===== src/rtl/proc_pkg.sv =====
// Shared definitions for the 10-bit processor: instruction layout, opcodes,
// ALU operations and timestep encodings. Imported by the sequencer, ALU and
// register file.
package proc_pkg;

  localparam int unsigned INSTR_W = 10;
  localparam int unsigned OPC_W   = 4;
  localparam int unsigned RFLD_W  = 2;
  localparam int unsigned TIME_W  = 2;

  typedef enum logic [OPC_W-1:0] {
    OP_LOAD = 4'd0,
    OP_COPY = 4'd1,
    OP_ADD  = 4'd2,
    OP_SUB  = 4'd3,
    OP_INV  = 4'd4
  } opcode_t;

  typedef enum logic [1:0] {
    ALU_ADD  = 2'd0,
    ALU_SUB  = 2'd1,
    ALU_INV  = 2'd2,
    ALU_PASS = 2'd3
  } alu_op_t;

  localparam logic [TIME_W-1:0] T0 = 2'd0;
  localparam logic [TIME_W-1:0] T1 = 2'd1;
  localparam logic [TIME_W-1:0] T2 = 2'd2;
  localparam logic [TIME_W-1:0] T3 = 2'd3;

  // Instruction word: opcode, destination Rx, source Ry, two spare bits.
  typedef struct packed {
    logic [OPC_W-1:0]  opcode;
    logic [RFLD_W-1:0] rx;
    logic [RFLD_W-1:0] ry;
    logic [1:0]        spare;
  } instr_t;

endpackage


===== src/rtl/instr_sequencer_if.sv =====
// Control bus between the instruction source and the sequencer.
//   master: drives EXECUTE/DIN, observes timestep and control decodes.
//   slave : the sequencer; receives EXECUTE/DIN, drives everything else.
interface instr_sequencer_if #(
  parameter int unsigned NREG = 4
) ();
  import proc_pkg::*;

  logic               EXECUTE;
  logic [INSTR_W-1:0] DIN;
  logic [TIME_W-1:0]  TIME;
  logic               DONE;
  logic [INSTR_W-1:0] IR;
  logic [NREG-1:0]    RIN;
  logic [NREG-1:0]    ROUT;
  logic               EXTRN;
  logic               AIN;
  logic               GIN;
  logic               GOUT;
  logic [1:0]         ALU_OP;

  modport master (
    output EXECUTE, DIN,
    input  TIME, DONE, IR, RIN, ROUT, EXTRN, AIN, GIN, GOUT, ALU_OP
  );

  modport slave (
    input  EXECUTE, DIN,
    output TIME, DONE, IR, RIN, ROUT, EXTRN, AIN, GIN, GOUT, ALU_OP
  );
endinterface


===== src/rtl/timestep_counter.sv =====
// 2-bit timestep counter; clear has priority over enable.
//   clk, rst_n : clock, async active-low reset
//   clr, en    : synchronous clear / count enable
//   count      : current timestep
module timestep_counter
  import proc_pkg::*;
(
  input  logic              clk,
  input  logic              rst_n,
  input  logic              clr,
  input  logic              en,
  output logic [TIME_W-1:0] count
);

  always_ff @(posedge clk or negedge rst_n) begin
    if (!rst_n) begin
      count <= '0;
    end else if (clr) begin
      count <= '0;
    end else if (en) begin
      count <= count + TIME_W'(1);
    end
  end

endmodule


===== src/rtl/instr_sequencer.sv =====
// Control-unit stage: latches an instruction on EXECUTE in T0 and steps the
// timestep counter, decoding register-file, bus and ALU controls from the
// current timestep and latched instruction only.
//   CLK, RSTb : clock, async active-low reset
//   bus       : slave side of instr_sequencer_if (EXECUTE/DIN in, controls out)
module instr_sequencer
  import proc_pkg::*;
#(
  parameter int unsigned NREG = 4
) (
  input  logic              CLK,
  input  logic              RSTb,
  instr_sequencer_if.slave  bus
);

  logic [TIME_W-1:0] time_q;
  instr_t            ir_q;
  logic              accept_c;
  logic              done_c;
  logic [NREG-1:0]   rx_oh_c;
  logic [NREG-1:0]   ry_oh_c;
  logic [NREG-1:0]   rin_c;
  logic [NREG-1:0]   rout_c;
  logic              extrn_c;
  logic              ain_c;
  logic              gin_c;
  logic              gout_c;
  alu_op_t           alu_op_c;

  // EXECUTE only matters while idle.
  assign accept_c = (time_q == T0) && bus.EXECUTE;

  // Instruction register; changes only on a T0 accept.
  always_ff @(posedge CLK or negedge RSTb) begin
    if (!RSTb) begin
      ir_q <= '0;
    end else if (accept_c) begin
      ir_q <= instr_t'(bus.DIN);
    end
  end

  // Counts up after an accept, returns to T0 on the edge after DONE.
  timestep_counter u_timestep_counter (
    .clk   (CLK),
    .rst_n (RSTb),
    .clr   (done_c),
    .en    (accept_c || (time_q != T0)),
    .count (time_q)
  );

  assign rx_oh_c = NREG'(1) << ir_q.rx;
  assign ry_oh_c = NREG'(1) << ir_q.ry;

  // Control decode from timestep and latched opcode.
  always_comb begin
    done_c   = 1'b0;
    rin_c    = '0;
    rout_c   = '0;
    extrn_c  = 1'b0;
    ain_c    = 1'b0;
    gin_c    = 1'b0;
    gout_c   = 1'b0;
    alu_op_c = ALU_ADD;
    case (time_q)
      T1: begin
        case (ir_q.opcode)
          OP_LOAD: begin
            extrn_c = 1'b1;
            rin_c   = rx_oh_c;
            done_c  = 1'b1;
          end
          OP_COPY: begin
            rout_c = ry_oh_c;
            rin_c  = rx_oh_c;
            done_c = 1'b1;
          end
          OP_ADD, OP_SUB, OP_INV: begin
            rout_c = rx_oh_c;
            ain_c  = 1'b1;
          end
          // Illegal opcodes terminate immediately without side effects.
          default: done_c = 1'b1;
        endcase
      end
      T2: begin
        case (ir_q.opcode)
          OP_ADD: begin
            rout_c   = ry_oh_c;
            gin_c    = 1'b1;
            alu_op_c = ALU_ADD;
          end
          OP_SUB: begin
            rout_c   = ry_oh_c;
            gin_c    = 1'b1;
            alu_op_c = ALU_SUB;
          end
          OP_INV: begin
            gin_c    = 1'b1;
            alu_op_c = ALU_INV;
          end
          default: ;
        endcase
      end
      T3: begin
        if (ir_q.opcode == OP_ADD || ir_q.opcode == OP_SUB || ir_q.opcode == OP_INV) begin
          gout_c = 1'b1;
          rin_c  = rx_oh_c;
          done_c = 1'b1;
        end
      end
      default: ;
    endcase
  end

  assign bus.TIME   = time_q;
  assign bus.IR     = ir_q;
  assign bus.DONE   = done_c;
  assign bus.RIN    = rin_c;
  assign bus.ROUT   = rout_c;
  assign bus.EXTRN  = extrn_c;
  assign bus.AIN    = ain_c;
  assign bus.GIN    = gin_c;
  assign bus.GOUT   = gout_c;
  assign bus.ALU_OP = alu_op_c;

endmodule

===== src/flat_wrapper.sv =====
// flat-port wrapper written by rule: the top's interface ports become plain ports
module instr_sequencer_flat import proc_pkg::*;
#(
  parameter int unsigned NREG = 4
)
  (CLK, RSTb, bus_EXECUTE, bus_DIN, bus_TIME, bus_DONE, bus_IR, bus_RIN, bus_ROUT, bus_EXTRN, bus_AIN, bus_GIN, bus_GOUT, bus_ALU_OP);
  instr_sequencer_if #(.NREG(NREG)) bus_i ();
  input  logic CLK;
  input  logic RSTb;
  input wire logic [$bits(bus_i.EXECUTE)-1:0] bus_EXECUTE;
  input wire logic [$bits(bus_i.DIN)-1:0] bus_DIN;
  output wire logic [$bits(bus_i.TIME)-1:0] bus_TIME;
  output wire logic [$bits(bus_i.DONE)-1:0] bus_DONE;
  output wire logic [$bits(bus_i.IR)-1:0] bus_IR;
  output wire logic [$bits(bus_i.RIN)-1:0] bus_RIN;
  output wire logic [$bits(bus_i.ROUT)-1:0] bus_ROUT;
  output wire logic [$bits(bus_i.EXTRN)-1:0] bus_EXTRN;
  output wire logic [$bits(bus_i.AIN)-1:0] bus_AIN;
  output wire logic [$bits(bus_i.GIN)-1:0] bus_GIN;
  output wire logic [$bits(bus_i.GOUT)-1:0] bus_GOUT;
  output wire logic [$bits(bus_i.ALU_OP)-1:0] bus_ALU_OP;
  assign bus_i.EXECUTE = bus_EXECUTE;
  assign bus_i.DIN = bus_DIN;
  assign bus_TIME = bus_i.TIME;
  assign bus_DONE = bus_i.DONE;
  assign bus_IR = bus_i.IR;
  assign bus_RIN = bus_i.RIN;
  assign bus_ROUT = bus_i.ROUT;
  assign bus_EXTRN = bus_i.EXTRN;
  assign bus_AIN = bus_i.AIN;
  assign bus_GIN = bus_i.GIN;
  assign bus_GOUT = bus_i.GOUT;
  assign bus_ALU_OP = bus_i.ALU_OP;
  instr_sequencer #(.NREG(NREG)) u_core (.CLK(CLK), .RSTb(RSTb), .bus(bus_i));
endmodule

===== config.mk =====
export PLATFORM = sky130hd
export DESIGN_NAME = instr_sequencer_flat
export DESIGN_NICKNAME = d
export VERILOG_FILES = /design/src/rtl/proc_pkg.sv /design/src/rtl/instr_sequencer_if.sv /design/src/rtl/timestep_counter.sv /design/src/rtl/instr_sequencer.sv /design/src/flat_wrapper.sv
export SDC_FILE = /design/constraint.sdc
export NUM_CORES = 1
export LEC_CHECK = 0
export CAP_MARGIN = 0
export CORE_MARGIN = 3
export CORE_UTILIZATION = 34
export DETAILED_ROUTE_END_ITERATION = 10
export DONT_BUFFER_PORTS = 1
export HOLD_SLACK_MARGIN = 0.06
export PLACE_DENSITY = 0.47
export SLEW_MARGIN = 20
export SYNTH_ARGS = -nofsm -noshare
export SYNTH_HDL_FRONTEND = slang
export SYNTH_SLANG_ARGS = --single-unit

===== constraint.sdc =====
create_clock -name CLK -period 1.7 [get_ports CLK]
set_input_delay 0.425 -clock CLK [delete_from_list [all_inputs] [get_ports CLK]]
set_output_delay 0.425 -clock CLK [all_outputs]
set_load 0.05 [all_outputs]

==> impl_metrics.yaml <==
run_status:
  status: "finished, violations left"
  violations: "negative setup slack"
synthesis:
  yosysWarnings: 0
  synth_area_um2: 910
  synthesis.nets: 106
  postSynthRegisterBits: 12
  yosys.area.top_type: "dfrtp_1"
  synth_common_cells: "dfrtp_1, mux2_2, inv_1"
  synth.top_cell.area_share_pct: 33.0
  synth_most_common_cell: "dfrtp_1"
  synth-edff-count: 0
  yosysSeqAreaShare_pct: 33.0
  async_reset_ff_share_pct: 100
  ys.flop_type: "dfrtp_1"
  synth_cells: 89
  ys_top_cells_by_area: "dfrtp_1, mux2_2, ha_1, nor4b_1, o2111ai_1"
  avgSynthCellArea_um2: 10.2
  synth.distinct_cells: 32
min_path:
  hold_class: "in -> reg"
  hold_depth: 1
  hp-start: "bus_DIN[2]"
  min_to: "u_core.bus.IR[2]"
layout:
  finish.utilization_pct: 71.5
  layout.nets: 160
  antenna_cells: 0
  area_delta_synth_final_pct: 96.6
  drive_gt1_share_pct: 76.8
clocking:
  cts_tree: "built"
  clock_path_buffers: 2
  clk_pin_slew_ns: 0.08
  clock_latency_ns: 0.27
  cts_sinks: 12
  cts-root-buf: "clkbuf_4"
  cts_buffers: 3
  htree_levels: 1
setup_path:
  worstPathCellList: "buf_6, ha_4, nand2b_4, a21o_4, nor4b_4, buf_12"
  crit_fanout: 5
  max_stage_delay_ns: 0.43
  rrSetupSlack_ns: 0.08
  reg2reg_to: "u_core.u_timestep_counter.count[0]"
  crit_slowest_cell: "dfrtp_2"
  r2r_start: "u_core.u_timestep_counter.count[0]"
  critical_path_class: "reg -> out"
  critPathCaptureType: "output pin"
  crit_required_ns: 1.27
  cp-start-kind: "flip-flop"
  worstPathArrival_ns: 1.76
  reg2regPathDepth: 7
  critical_path_buf_inv_count: 2
  cp_top_family: "flip-flops"
routing:
  drt_wl_total_um: 2710
  antenna_left: 0
  wl_per_cell_um: 15.8
  first_iter_violations: 7
  firstDrtPassIters: 4
  drc: 0
  vias: 903
  drt-vias-per-instance: 5.25
sta:
  worstMarginPinSlew_ns: 0.568
  final.period_utilization_pct: 128
  finalHoldViolCount: 0
  fmax_mhz: 458
  rsz0062_at_grt: "true"
  fin_crit_ns: 2.18
  drv_slew: 0
  postLayoutSetupSlackWorst_ns: -0.481
  max_slew_margin_pct: 62.0
  clock_skew_ns: 0.00836
  setup_viol: 15
global_route:
  grt_usage_pct: 17.2
  grt_max_degree: 13
  antenna_found_initial: 0
  grt_first_pass_wirelength_um: 4450
  grt_pass1_vias: 944
  grt_overflow: 0
die:
  die_h_um: 57.7
  num_io_pins: 40
  initial_core_util_pct: 36.4
  die_x_um: 57.7
  rows: 18
  core_area_um2: 2500
  die-area_um2: 3330
run:
  maxCapViolCount: 0
placed_design:
  gp_congestion: 0.735
  dp_hpwl_um: 2080
  port_buffers: 0
logic make-up after synthesis:
group	Yosys count	share of synthesized area [%]
AND/OR/NAND/NOR	32	25.2
AO/OA/AOI/OAI	19	16.2
flip-flops	12	33.0
multiplexers	11	13.5
buffers and inverters	10	5.64
adder cells (fa/ha/maj)	4	5.50
XOR/XNOR	1	0.963
layout by cell type (no fill, tap or decap), types with 2 or more instances in the layout:
master      n
buf_4      33
buf_12     11
mux2_2     10
buf_6       8
dfrtp_1     6
dfrtp_2     6
inv_1       5
and2_4      5
a21boi_4    4
nor2b_1     3
nor4b_4     3
o21ai_1     3
o2111ai_2   3
clkbuf_4    3
nand2b_4    2
nor4b_2     2
nor4bb_1    2
and3_4      2
a21oi_1     2
ha_2        2
ha_4        2
worst register-to-register path: stages (launching register included):
cell and delay (ns):
dfrtp_2 0.46, buf_6 0.13, ha_4 0.19, nor4b_2 0.25, a221oi_2 0.12, buf_4 0.14, buf_4 0.12, a21oi_1 0.13
per-stage QoR:
stage / setup WS, ns / area (um^2) / setup TNS [ns] / std cells / hold WS, ns
after detailed placement: -0.282 / 1560 / -2.33 / 157 / 0.130
after global routing: -0.572 / 1790 / -6.92 / 172 / 0.285
after global placement: -0.227 / 1560 / -1.98 / 157 / 0.130
final: -0.481 / 1790 / -5.73 / 172 / 0.296
after floorplan: -0.453 / 1110 / -3.99 / 89 / 0.129
after CTS: -0.487 / 1750 / -5.60 / 168 / 0.288
sequential cells by signal, summed over array words and instances (netlist names):
| register | flops |
|---|---|
| u_core.bus.IR | 10 |
| u_core.u_timestep_counter.count | 2 |
worst max-delay path by stage:
stage	from	endpoint	cells past startpoint
floorplan	u_core.u_timestep_counter.count[0]	bus_RIN[1]	4
global placement	u_core.u_timestep_counter.count[0]	bus_RIN[2]	6
detailed placement	u_core.u_timestep_counter.count[1]	bus_RIN[2]	7
CTS	u_core.u_timestep_counter.count[0]	bus_RIN[2]	6
global route	u_core.u_timestep_counter.count[1]	bus_ROUT[0]	6
finish	u_core.u_timestep_counter.count[0]	bus_RIN[1]	6
layout make-up:
class                      count  area, um^2
multi-input combinational     67         816
fill                         185         712
timing repair buffer          53         568
clock buffer                   4        36.3
sequential                    12         308
tap                           30        37.5
inverter                       6        22.5
metal layers:
metal  vias up  GRT usage, %  part of all wire [%]
met5         -             0                     0
met4         0          4.97                  0.44
met3         2          2.90                   4.4
met2        22          31.8                    54
met1       443          20.2                    41
li1        436             -                     -
what timing repair did:
action | CTS | global route
gates cloned | 0 | 0
resized for setup | 24 | 7
pin swaps | 13 | 6
hold endpoints to repair | 12 | 0
setup buffers | 6 | 6
hold buffers | 1 | 0
setup endpoints to repair | 15 | 16
Power is left out: the tool's default activity adds up to more than one toggle a clock period on the data nets, which glitch-free logic cannot reach.
